===== src/rtl/bist_pkg.sv =====
// Shared definitions for the logic BIST controller: FSM state encoding and default
// LFSR/MISR polynomial masks.
package bist_pkg;

  typedef enum logic [2:0] {
    StIdle = 3'd0,
    StInit = 3'd1,
    StRun  = 3'd2,
    StCmp  = 3'd3,
    StDone = 3'd4
  } bist_state_e;

  // x^5 + x^2 + 1, maximal length for a 5-bit Galois LFSR
  localparam logic [4:0] DefLfsrPoly = 5'h05;
  localparam logic [4:0] DefLfsrSeed = 5'h01;
  localparam logic [7:0] DefMisrPoly = 8'h1D;

endpackage


===== src/rtl/logic_bist_ctrl_if.sv =====
// Handshake and CUT-pin bundle between test control / CUT and the BIST controller.
// BIST_ABORT_EN adds the abort request.
interface logic_bist_ctrl_if #(
  parameter int unsigned PI_W   = 5,
  parameter int unsigned PO_W   = 2,
  parameter int unsigned MISR_W = 8
) ();

  logic              start;
`ifdef BIST_ABORT_EN
  logic              abort;
`endif
  logic [PO_W-1:0]   cut_out;
  logic [PI_W-1:0]   cut_in;
  logic              busy;
  logic              done;
  logic              pass;
  logic [MISR_W-1:0] signature;

  // Environment side: test control plus the CUT output pins.
  modport master (
`ifdef BIST_ABORT_EN
    output abort,
`endif
    output start, cut_out,
    input  cut_in, busy, done, pass, signature
  );

  modport slave (
`ifdef BIST_ABORT_EN
    input  abort,
`endif
    input  start, cut_out,
    output cut_in, busy, done, pass, signature
  );

endinterface


===== src/rtl/bist_galois_reg.sv =====
// Galois shift register with clear/load/shift and a parallel data input; serves as both
// pattern generator (data tied low) and signature compactor.
module bist_galois_reg #(
  parameter int unsigned     Width = 8,
  parameter logic [Width-1:0] Poly = '0
) (
  input  logic             clk_i,
  input  logic             rst_ni,
  input  logic             clear_i,
  input  logic             load_i,
  input  logic [Width-1:0] load_val_i,
  input  logic             shift_i,
  input  logic [Width-1:0] din_i,
  output logic [Width-1:0] q_o
);

  logic [Width-1:0] q_q, q_d;

  always_comb begin
    q_d = q_q;
    if (clear_i) begin
      q_d = '0;
    end else if (load_i) begin
      q_d = load_val_i;
    end else if (shift_i) begin
      q_d = {q_q[Width-2:0], 1'b0} ^ (q_q[Width-1] ? Poly : '0) ^ din_i;
    end
  end

  always_ff @(posedge clk_i or negedge rst_ni) begin
    if (!rst_ni) begin
      q_q <= '0;
    end else begin
      q_q <= q_d;
    end
  end

  assign q_o = q_q;

endmodule


===== src/rtl/logic_bist_ctrl.sv =====
// Logic BIST controller: LFSR patterns into the CUT, MISR compaction of its outputs, golden
// signature compare with start/done handshake. BIST_ABORT_EN adds an abort request.
module logic_bist_ctrl
  import bist_pkg::*;
#(
  parameter int unsigned       PI_W       = 5,
  parameter int unsigned       PO_W       = 2,
  parameter int unsigned       MISR_W     = 8,
  parameter int unsigned       NUM_PAT    = 31,
  parameter logic [PI_W-1:0]   LFSR_SEED  = DefLfsrSeed,
  parameter logic [PI_W-1:0]   LFSR_POLY  = DefLfsrPoly,
  parameter logic [MISR_W-1:0] MISR_POLY  = DefMisrPoly,
  parameter logic [MISR_W-1:0] GOLDEN_SIG = '0
) (
  input logic               CP,
  input logic               CDN,
  logic_bist_ctrl_if.slave  bus
);

  localparam int unsigned     CntW    = $clog2(NUM_PAT + 1);
  localparam logic [CntW-1:0] CntLast = CntW'(NUM_PAT - 1);
  // An all-zero seed would lock the LFSR; substitute 1.
  localparam logic [PI_W-1:0] SeedEff = (LFSR_SEED == '0) ? {{(PI_W-1){1'b0}}, 1'b1}
                                                           : LFSR_SEED;

  bist_state_e       state_q, state_d;
  logic [CntW-1:0]   cnt_q, cnt_d;
  logic              pass_q, pass_d;
  logic              reg_load, reg_shift;
  logic [PI_W-1:0]   lfsr;
  logic [MISR_W-1:0] misr;
  logic [MISR_W-1:0] misr_din;

  always_comb begin
    misr_din            = '0;
    misr_din[PO_W-1:0]  = bus.cut_out;
  end

  always_comb begin
    state_d   = state_q;
    cnt_d     = cnt_q;
    pass_d    = pass_q;
    reg_load  = 1'b0;
    reg_shift = 1'b0;
    case (state_q)
      StIdle: begin
        if (bus.start) state_d = StInit;
      end
      StInit: begin
        reg_load = 1'b1;
        cnt_d    = '0;
        pass_d   = 1'b0;
        state_d  = StRun;
      end
      StRun: begin
        reg_shift = 1'b1;
        cnt_d     = cnt_q + 1'b1;
        if (cnt_q == CntLast) state_d = StCmp;
      end
      StCmp: begin
        pass_d  = (misr == GOLDEN_SIG);
        state_d = StDone;
      end
      StDone: begin
        state_d = StIdle;
      end
      default: begin
        state_d = StIdle;
      end
    endcase
`ifdef BIST_ABORT_EN
    if (bus.abort && (state_q == StInit || state_q == StRun)) begin
      state_d = StIdle;
      pass_d  = 1'b0;
    end
`endif
  end

  always_ff @(posedge CP or negedge CDN) begin
    if (!CDN) begin
      state_q <= StIdle;
      cnt_q   <= '0;
      pass_q  <= 1'b0;
    end else begin
      state_q <= state_d;
      cnt_q   <= cnt_d;
      pass_q  <= pass_d;
    end
  end

  bist_galois_reg #(
    .Width (PI_W),
    .Poly  (LFSR_POLY)
  ) u_lfsr (
    .clk_i      (CP),
    .rst_ni     (CDN),
    .clear_i    (1'b0),
    .load_i     (reg_load),
    .load_val_i (SeedEff),
    .shift_i    (reg_shift),
    .din_i      ('0),
    .q_o        (lfsr)
  );

  bist_galois_reg #(
    .Width (MISR_W),
    .Poly  (MISR_POLY)
  ) u_misr (
    .clk_i      (CP),
    .rst_ni     (CDN),
    .clear_i    (reg_load),
    .load_i     (1'b0),
    .load_val_i ('0),
    .shift_i    (reg_shift),
    .din_i      (misr_din),
    .q_o        (misr)
  );

  assign bus.cut_in    = (state_q == StRun) ? lfsr : '0;
  assign bus.busy      = (state_q == StInit) || (state_q == StRun) || (state_q == StCmp);
  assign bus.done      = (state_q == StDone);
  assign bus.pass      = pass_q;
  assign bus.signature = misr;

endmodule

===== src/flat_wrapper.sv =====
// flat-port wrapper written by rule: the top's interface ports become plain ports
module logic_bist_ctrl_flat import bist_pkg::*;
#(
  parameter int unsigned       PI_W       = 5,
  parameter int unsigned       PO_W       = 2,
  parameter int unsigned       MISR_W     = 8,
  parameter int unsigned       NUM_PAT    = 31,
  parameter logic [PI_W-1:0]   LFSR_SEED  = DefLfsrSeed,
  parameter logic [PI_W-1:0]   LFSR_POLY  = DefLfsrPoly,
  parameter logic [MISR_W-1:0] MISR_POLY  = DefMisrPoly,
  parameter logic [MISR_W-1:0] GOLDEN_SIG = '0
)
  (CP, CDN, bus_start, bus_cut_out, bus_cut_in, bus_busy, bus_done, bus_pass, bus_signature);
  logic_bist_ctrl_if #(.PI_W(PI_W), .PO_W(PO_W), .MISR_W(MISR_W)) bus_i ();
  input logic CP;
  input logic CDN;
  input wire logic [$bits(bus_i.start)-1:0] bus_start;
  input wire logic [$bits(bus_i.cut_out)-1:0] bus_cut_out;
  output wire logic [$bits(bus_i.cut_in)-1:0] bus_cut_in;
  output wire logic [$bits(bus_i.busy)-1:0] bus_busy;
  output wire logic [$bits(bus_i.done)-1:0] bus_done;
  output wire logic [$bits(bus_i.pass)-1:0] bus_pass;
  output wire logic [$bits(bus_i.signature)-1:0] bus_signature;
  assign bus_i.start = bus_start;
  assign bus_i.cut_out = bus_cut_out;
  assign bus_cut_in = bus_i.cut_in;
  assign bus_busy = bus_i.busy;
  assign bus_done = bus_i.done;
  assign bus_pass = bus_i.pass;
  assign bus_signature = bus_i.signature;
  logic_bist_ctrl #(.PI_W(PI_W), .PO_W(PO_W), .MISR_W(MISR_W), .NUM_PAT(NUM_PAT), .LFSR_SEED(LFSR_SEED), .LFSR_POLY(LFSR_POLY), .MISR_POLY(MISR_POLY), .GOLDEN_SIG(GOLDEN_SIG)) u_core (.CP(CP), .CDN(CDN), .bus(bus_i));
endmodule

===== config.mk =====
export PLATFORM = sky130hd
export DESIGN_NAME = logic_bist_ctrl_flat
export DESIGN_NICKNAME = d
export VERILOG_FILES = /design/src/rtl/bist_pkg.sv /design/src/rtl/logic_bist_ctrl_if.sv /design/src/rtl/bist_galois_reg.sv /design/src/rtl/logic_bist_ctrl.sv /design/src/flat_wrapper.sv
export SDC_FILE = /design/constraint.sdc
export NUM_CORES = 1
export LEC_CHECK = 0
export ABC_AREA = 1
export BUFFER_PORTS_ARGS = -buffer_cell sky130_fd_sc_hd__buf_4
export CAP_MARGIN = 15
export CORE_ASPECT_RATIO = 1.1
export CORE_UTILIZATION = 51
export CTS_CLUSTER_SIZE = 25
export DETAILED_ROUTE_END_ITERATION = 6
export PLACE_DENSITY = 0.77
export SETUP_SLACK_MARGIN = 0.05
export SYNTH_ARGS = -nofsm -noshare
export SYNTH_HDL_FRONTEND = slang
export SYNTH_SLANG_ARGS = --single-unit

===== constraint.sdc =====
create_clock -name CP -period 1.4 [get_ports CP]
set_input_delay 0.21 -clock CP [delete_from_list [all_inputs] [get_ports CP]]
set_output_delay 0.21 -clock CP [all_outputs]
set_load 0.01 [all_outputs]

-- Word level (Yosys, flattened, before mapping)
Index checks and enable logic that the tools add are counted.
- add/sub/neg operators: 1
- equality and inequality tests: 7
- multiplexer cells: 14
- bitwise logic cells: 3
- reductions and logical operators: 8
- operators with widths (operator ; number):
    two-way mux 5 bit ; 4
    two-way mux 8 bit ; 2
    one-hot mux 3 bit (4 select lines) ; 1
    one-hot mux 5 bit (2 select lines) ; 1
    two-way mux 3 bit ; 3
    zero test 8 bit ; 1
    XOR 8 x 2 -> 8 bit ; 1
    XOR 8 bit ; 1
    equality test 3 x 2 -> 1 bit (second input constant) ; 2
    nonzero test 2 bit ; 3
    adder 5 x 1 -> 5 bit (second input constant) ; 1
    equality test 5 bit (second input constant) ; 1
    XOR 5 bit ; 1
    equality test 3 x 1 -> 1 bit (second input constant) ; 1
    equality test 3 bit (second input constant) ; 1
    zero test 3 bit ; 1
    logical OR 1 bit ; 2
    two-way mux 1 bit ; 2
    != test 2 x 1 -> 1 bit (second input constant) ; 1
    != test 2 bit (second input constant) ; 1
    one-hot mux 1 bit (2 select lines) ; 1
    AND reduction 2 bit ; 1
- register bits: 22
- input bits: 5
- output and inout bits: 16
- word-level logic and storage cells: 38

-- Logic depth before layout (Yosys ltp)
Gate-level depths: netlist of run 1.
- depth in word-level cells: 5
- depth in mapped cells: 6
- depth with buffers taken out: 6

-- By module
A second synthesis of run 1 with hierarchy kept.
- cell total of the unflattened synthesis: 227
- area, all modules: 1532.7 um^2
- modules (own cells, without submodules) (module ; times used ; cells an instance ; area each (um^2) ; sequential area each (um^2)):
    bist_galois_reg (u_core.u_misr) ; 1 ; 92 ; 613.1 ; 200.2
    logic_bist_ctrl ; 1 ; 82 ; 584.3 ; 225.2
    bist_galois_reg (u_core.u_lfsr) ; 1 ; 53 ; 335.3 ; 125.1

-- Least setup slack after synthesis of run 1
No wires, ideal clock.
- kind: flip-flop to output port
- from: register u_core.state_q[0]
- to: output bus_cut_in[1]
- arrival: 1.017 ns
- required time: 1.190 ns
- setup slack: 0.173 ns
- stages on the path, launching flop included: 6
- path buffers: 2
- cells stage by stage: dfrtp_1 > inv_1 > nand3_2 > buf_4 > buf_6 > nor2_1
- cells in the longest elaborated chain, start to end: 2
- ends and longest elaborated chain (element ; line ; text):
    start, declared ; logic_bist_ctrl.sv:26 ; bist_state_e state_q, state_d;
    start signal, assigned ; logic_bist_ctrl.sv:81 ; state_q <= StIdle;
    start signal, assigned ; logic_bist_ctrl.sv:85 ; state_q <= state_d;
    equality test 3 x 2 -> 1 bit ; logic_bist_ctrl.sv:119 ; assign bus.cut_in = (state_q == StRun) ? lfsr : '0;
    two-way mux 5 bit ; logic_bist_ctrl.sv:119 ;
    end, declared ; flat_wrapper.sv:19 ; output wire logic [$bits(bus_i.cut_in)-1:0] bus_cut_in;
Every way passes these cells.

-- Worst setup path after layout of run 1
- from: register u_core.state_q[0]
- to: output bus_cut_in[3]
The elaborated chain is that of the path after synthesis.

==> results of run 1 <==
[report_power, final]
part	internal [mW]	switching [mW]
clock	0.159	0.196
combinational	0.762	0.850
sequential	0.874	0.265
[cells by family after synthesis]
kind of cell | synth area share [%]
AND/OR/NAND/NOR | 28.9
flip-flops | 50.6
adder cells (fa/ha/maj) | 2.30
XOR/XNOR | 1.61
buffers and inverters | 10.2
AO/OA/AOI/OAI | 6.44
[layer usage]
metal  part of all wire, %  wire length [um]
met5                     0                 0
met4                   1.3                32
met2                    50              1250
met1                    41              1030
met3                   7.0               173
[placed cells by master, fill, tap and decap left out, types with 2 or more instances in the layout]
cell type / n
nand3_1: 15
nand2_2: 3
buf_6: 4
nand2_1: 33
buf_4: 31
xnor2_1: 2
nor2_1: 15
clkbuf_4: 3
ha_1: 2
nand4_1: 2
o21ai_1: 5
inv_2: 5
o21ai_0: 7
a21oi_1: 2
inv_1: 13
dfrtp_1: 22
[cells in the mapped netlist, drive strengths merged]
| master | count |
|---|---|
| nand2 | 37 |
| dfrtp | 22 |
| inv | 19 |
| nand3 | 17 |
| nor2 | 16 |
| o21ai | 12 |
| buf | 5 |
| a21oi | 2 |
| ha | 2 |
| nand4 | 2 |
| xnor2 | 2 |
| clkbuf | 1 |
| nor3 | 1 |
[area by class of cell]
class / count / area (um^2) / area share [%]
sequential: 22 / 551 / 38.3
inverter: 19 / 73.8 / 5.13
clock buffer: 4 / 36.3 / 2.52
multi-input combinational: 91 / 454 / 31.6
tap: 28 / 35.0 / 2.44
timing repair buffer: 36 / 288 / 20.0
[flip-flops by register name, summed over array words and instances (netlist names)]
register           flops
u_core.u_misr.q_o      8
u_core.u_lfsr.q_o      5
u_core.cnt_q           5
u_core.bus.pass        1
u_core.state_q         3
[worst max-delay path: stages, from the launching register on]
cell and delay (ps):
dfrtp_1 410, inv_2 80, nand3_4 110, nor2_1 180, buf_4 150
[final timing paths]
check                      slack [ps]                     startpoint                          endpoint
hold reg to reg                   530    u_core.bus.pass$_DFFE_PN0P_       u_core.bus.pass$_DFFE_PN0P_
min in group asynchronous         300                            CDN       u_core.cnt_q[2]$_DFFE_PN0P_
max in group asynchronous         880                            CDN  u_core.u_misr.q_o[7]$_DFFE_PN0P_
hold / removal                    150                      bus_start     u_core.state_q[0]$_DFFE_PN0P_
setup reg to reg                  130  u_core.state_q[1]$_DFFE_PN0P_       u_core.cnt_q[4]$_DFFE_PN0P_
setup / recovery                  -60  u_core.state_q[0]$_DFFE_PN0P_                     bus_cut_in[3]
[through the flow]
| step | total power [mW] | hold WS (ps) | instances | worst slack [ps] |
|---|---|---|---|---|
| after CTS | 3.01 | 154 | 198 | -61.4 |
| final | 3.11 | 148 | 200 | -58.3 |
| after global placement | 2.37 | 112 | 185 | 103 |
| after floorplan | 1.95 | -85.6 | 138 | 173 |
| after detailed placement | 2.41 | 111 | 185 | 43.4 |
| after global routing | 3.34 | 148 | 200 | -117 |
[timing repair]
item | in CTS | in global routing
gates resized for setup | 12 | 8
hold buffers | 1 | 0
setup endpoints to repair | 6 | 11
pin swaps | 1 | 2
setup buffers | 8 | 3
hold endpoints to repair | 22 | 0
gates cloned | 0 | 0
==> impl_metrics.toml, run 1 <==
[sta]
finalHoldViolations = 0
worstMarginPinSlew_ps = 279
rsz0062_at_grt = "true"
finalCriticalPeriod_ps = 1460
skew_ps = 1.03
setup_viol_count_final = 5
slew_violations = 0
period_share_pct = 104
tns_ps = -229
finalWorstSetupSlack_ps = -58.3
relSlewSlack_pct = 81.4
clock.fmax_mhz = 686

[global_route]
grt_pass1_wl_um = 4070
use_met2_pct = 37.6
grt_overflow = 0
antenna_found_initial = 0
track_usage_pct = 24.1
grt_use_met3_pct = 2.52
grt.busiest_layer = "met2"
grt_pass1_vias = 971
grt_use_met1_pct = 33.3
grt_max_degree = 23

[cells_and_area]
num-nets-final = 180
nFillCells = 162
stdcell_area_mm2 = 0.00144
insertedDiodeCount = 0
syn_to_final_growth_pct = 32.1
utilization_pct = 71.9
drive_above_1_share_pct = 30.2

[clock_tree]
htreeDepth = 1
numCtsBuffers = 3
path_clk_slew_ps = 120
clkSinkCount = 22
clkLatencyLatePin_ps = 310
clock-root-buffer = "clkbuf_4"
cts_tree = "done"
clock_path_buffers = 2

[placement]
detailed_place.area_mm2 = 0.00127
gp_congestion = 0.791
io_buffers = 20
dp_hpwl_um = 1650

[setup_path]
worstPathMaxFanout = 4
cp-start-kind = "flip-flop"
crit_path_end_kind = "output port"
crit_required_ps = 1190
worst_ep_arrival_time_ps = 1250
critical_path_class = "flip-flop to output port"
reg2reg_depth = 7

[floorplan]
initial_utilization_pct = 54.4
num_io_pins = 21
rows = 17
core_area_mm2 = 0.00200
die_h_um = 50.5
fp.dieArea_mm2 = 0.00232
die_x_um = 46.1

[synthesis]
syn_inst = 138
synth_area_leaders = "dfrtp_1, nand2_1, nand3_1"
yosysWarnings = 0
synth_top_area_share_pct = 50.6
ys_seq_elements = 22
postSynthAreaPerCell_um2 = 7.89
netlist_area_mm2 = 0.00109
ys_seq_area_share_pct = 50.6
synth_cell_types = 18
synth_top_area_cell = "dfrtp_1"
synth_fp_nets = 145

[routing]
wl_um = 2480
drt-initial-drc-count = 52
num_vias = 1032
drt_pre_antenna_iters = 4
avgRoutedWirePerCell_um = 12.4
avgViaCountPerCell = 5.16
postRouteAntennaNets = 0
drc = 0

[power]
leakage_nw = 0.766
peakVddDrop_v = 0.00152
powerDensity_mw_per_mm2 = 2160

[worst_hold_path]
holdPathStages = 3
hp-class = "input pin to flip-flop"

[status]
status = "finished with violations"
failed_checks = "negative setup slack"

[job]
max-cap-violations = 0
(Power assumes the default switching activity.)
==> run 2, diff against run 1 <==
--- a/config.mk
+++ b/config.mk
@@ -5,14 +5,14 @@
 export SDC_FILE = /design/constraint.sdc
 export NUM_CORES = 1
 export LEC_CHECK = 0
-export ABC_AREA = 1
 export BUFFER_PORTS_ARGS = -buffer_cell sky130_fd_sc_hd__buf_4
 export CAP_MARGIN = 15
-export CORE_ASPECT_RATIO = 1.1
+export CORE_ASPECT_RATIO = 1.25
 export CORE_UTILIZATION = 51
 export CTS_CLUSTER_SIZE = 25
 export DETAILED_ROUTE_END_ITERATION = 6
-export PLACE_DENSITY = 0.77
+export HOLD_SLACK_MARGIN = 0.03
+export PLACE_DENSITY = 0.78
 export SETUP_SLACK_MARGIN = 0.05
 export SYNTH_ARGS = -nofsm -noshare
 export SYNTH_HDL_FRONTEND = slang
==> impl_metrics.toml, run 2 <==
[sta]
finalWorstSetupSlack_ps = -300
finalHoldViolations = 0
finalCriticalPeriod_ps = 1700
rsz0062_at_grt = "true"
period_share_pct = 121
setup_viol_count_final = 25
slew_violations = 0
relSlewSlack_pct = 78.0
skew_ps = 2.07
clock.fmax_mhz = 588
hold-worst-slack_ps = 237
worstMarginPinSlew_ps = 330

[setup_path]
slowest_stage = "dfrtp_1"
path_cells = "buf_6 -> nor3b_4 -> buf_6 -> and2_4 -> buf_6"
slowest_delay_ps = 430
crit_required_ps = 1190
critical_path_class = "flip-flop to output port"
reg2reg_depth = 4
cp-start-kind = "flip-flop"
r2r_slack_ps = -170
worst_ep_arrival_time_ps = 1490
worstPathMaxFanout = 8
cpMostUsedCell = "buf_6"
crit_path_end_kind = "output port"

[floorplan]
initial_utilization_pct = 55.5
num_io_pins = 21
core_area_mm2 = 0.00181
die_x_um = 41.7
fp.dieArea_mm2 = 0.00215
die_h_um = 51.6
rows = 17

[clock_tree]
clock_path_buffers = 2
numCtsBuffers = 3
clkLatencyLatePin_ps = 310
clkSinkCount = 22
htreeDepth = 1
cts_tree = "done"
path_clk_slew_ps = 120
clock-root-buffer = "clkbuf_4"

[job]
max-cap-violations = 0

[synthesis]
synth_cell_types = 31
synth_top_area_share_pct = 54.9
postSynthAreaPerCell_um2 = 12.2
ys_top_cells_by_count = "dfrtp_1, a22o_1, and2_1, xor2_1"
synthArstFlopShare_pct = 100
netlist_area_mm2 = 0.00100
yosysMostFrequentCell = "dfrtp_1"
synth_top_area_cell = "dfrtp_1"
synth_fp_nets = 89
synth_area_leaders = "dfrtp_1, a22o_1, xor2_1"
syn_inst = 82
ys_seq_area_share_pct = 54.9
ys_dominant_reg_cell = "dfrtp_1"
synth_edf_count = 0
ys_seq_elements = 22
yosysWarnings = 0

[routing]
num_vias = 821
avgRoutedWirePerCell_um = 17.2
drt-initial-drc-count = 9
avgViaCountPerCell = 5.95
drc = 0
postRouteAntennaNets = 0
drt_pre_antenna_iters = 4
wl_um = 2380

[worst_hold_path]
hp-class = "input pin to flip-flop"
holdPathStages = 3

[power]
power_frac_seq_pct = 33.8
p_comb_share_pct = 51.9
switching_share_pct = 36.3
p_int_mw = 2.16
leakage_nw = 0.760
clkPwrFrac_pct = 14.4
powerDensity_mw_per_mm2 = 2390
peakVddDrop_v = 0.00150
switchingPower_mw = 1.24
finalPower_mw = 3.40

[cells_and_area]
final_cell_mix = "buf_4, dfrtp_1, buf_6"
largest_reg_flops = 8
stdcell_area_mm2 = 0.00142
mostFrequentLayoutCell = "buf_4"
num-nets-final = 127
drive_above_1_share_pct = 47.9
syn_to_final_growth_pct = 41.8
utilization_pct = 78.7
insertedDiodeCount = 0

[status]
status = "finished with violations"
failed_checks = "negative setup slack"

[global_route]
grt_pass1_wl_um = 3590
grt_pass1_vias = 756
grt_max_degree = 23
track_usage_pct = 22.6
grt_overflow = 0
antenna_found_initial = 0

[placement]
pre_cts_ws_ps = -58.3
io_buffers = 20
dp_hpwl_um = 1400
detailed_place.area_mm2 = 0.00121
gp_congestion = 0.714
-- run 2: final timing paths --
check	start	endpoint
worst max-delay path	u_core.state_q[0]$_DFFE_PN0P_	bus_cut_in[0]
worst min-delay path	bus_cut_out[1]	u_core.u_misr.q_o[1]$_DFFE_PN0P_
worst max register to register	u_core.state_q[1]$_DFFE_PN0P_	u_core.cnt_q[2]$_DFFE_PN0P_
worst min register to register	u_core.u_lfsr.q_o[3]$_DFFE_PN0P_	u_core.u_lfsr.q_o[3]$_DFFE_PN0P_
max in group asynchronous	CDN	u_core.u_misr.q_o[0]$_DFFE_PN0P_
min in group asynchronous	CDN	u_core.cnt_q[4]$_DFFE_PN0P_
-- run 2: kinds of logic after synthesis --
group,share of synthesized area [%]
compound gates,15.1
fa+ha+maj,2.49
xor+xnor,5.24
buf+inv,4.11
flops,54.9
simple gates,16.2
mux,2.00
-- run 2: metal layers --
metal | wire [um] | vias to the layer above | track usage, %
met1 | 994 | 421 | 27.4
met3 | 91 | 6 | 3.82
li1 | - | 369 | -
met4 | 52 | 0 | 13.4
met2 | 1240 | 25 | 37.8
met5 | 0 | - | 0
-- run 2: layout make-up --
cell class / count / area [um^2]
fill: 124 / 385
timing repair buffer: 36 / 318
multi-input combinational: 54 / 467
sequential: 22 / 551
clock inverter: 1 / 30.0
clock buffer: 3 / 22.5
inverter: 3 / 11.3
tap: 19 / 23.8
-- run 2: repair_timing --
item,4_1_cts,5_1_grt
setup buffers,6,1
cloned,1,0
endpoints found under the setup margin,16,27
hold buffers,1,0
gates resized for setup,18,10
endpoints found under the hold margin,22,0
pin swaps,14,1
-- run 2: worst max-delay path: cells and delay by family (launching register included) --
family,cells,cell delay (ps)
and+or+nand+nor,2,360
buffers and inverters,3,380
DFF,1,430
-- run 2: metrics by stage --
stage	instances	TNS, ps
after CTS	137	-1990
final	138	-2710
after global routing	138	-3830
after floorplan	82	-1410
after detailed placement	125	-287
after global placement	125	-40.3
-- run 2: power groups by stage --
| stage | logic, mW | registers, mW | clock network, mW |
|---|---|---|---|
| after floorplan | 0.830 | 1.13 | 0 |
| after detailed placement | 1.34 | 1.14 | 0 |
| after global placement | 1.29 | 1.12 | 0 |
| final | 1.76 | 1.15 | 0.489 |
| after CTS | 1.64 | 1.13 | 0.490 |
| after global routing | 1.89 | 1.18 | 0.517 |
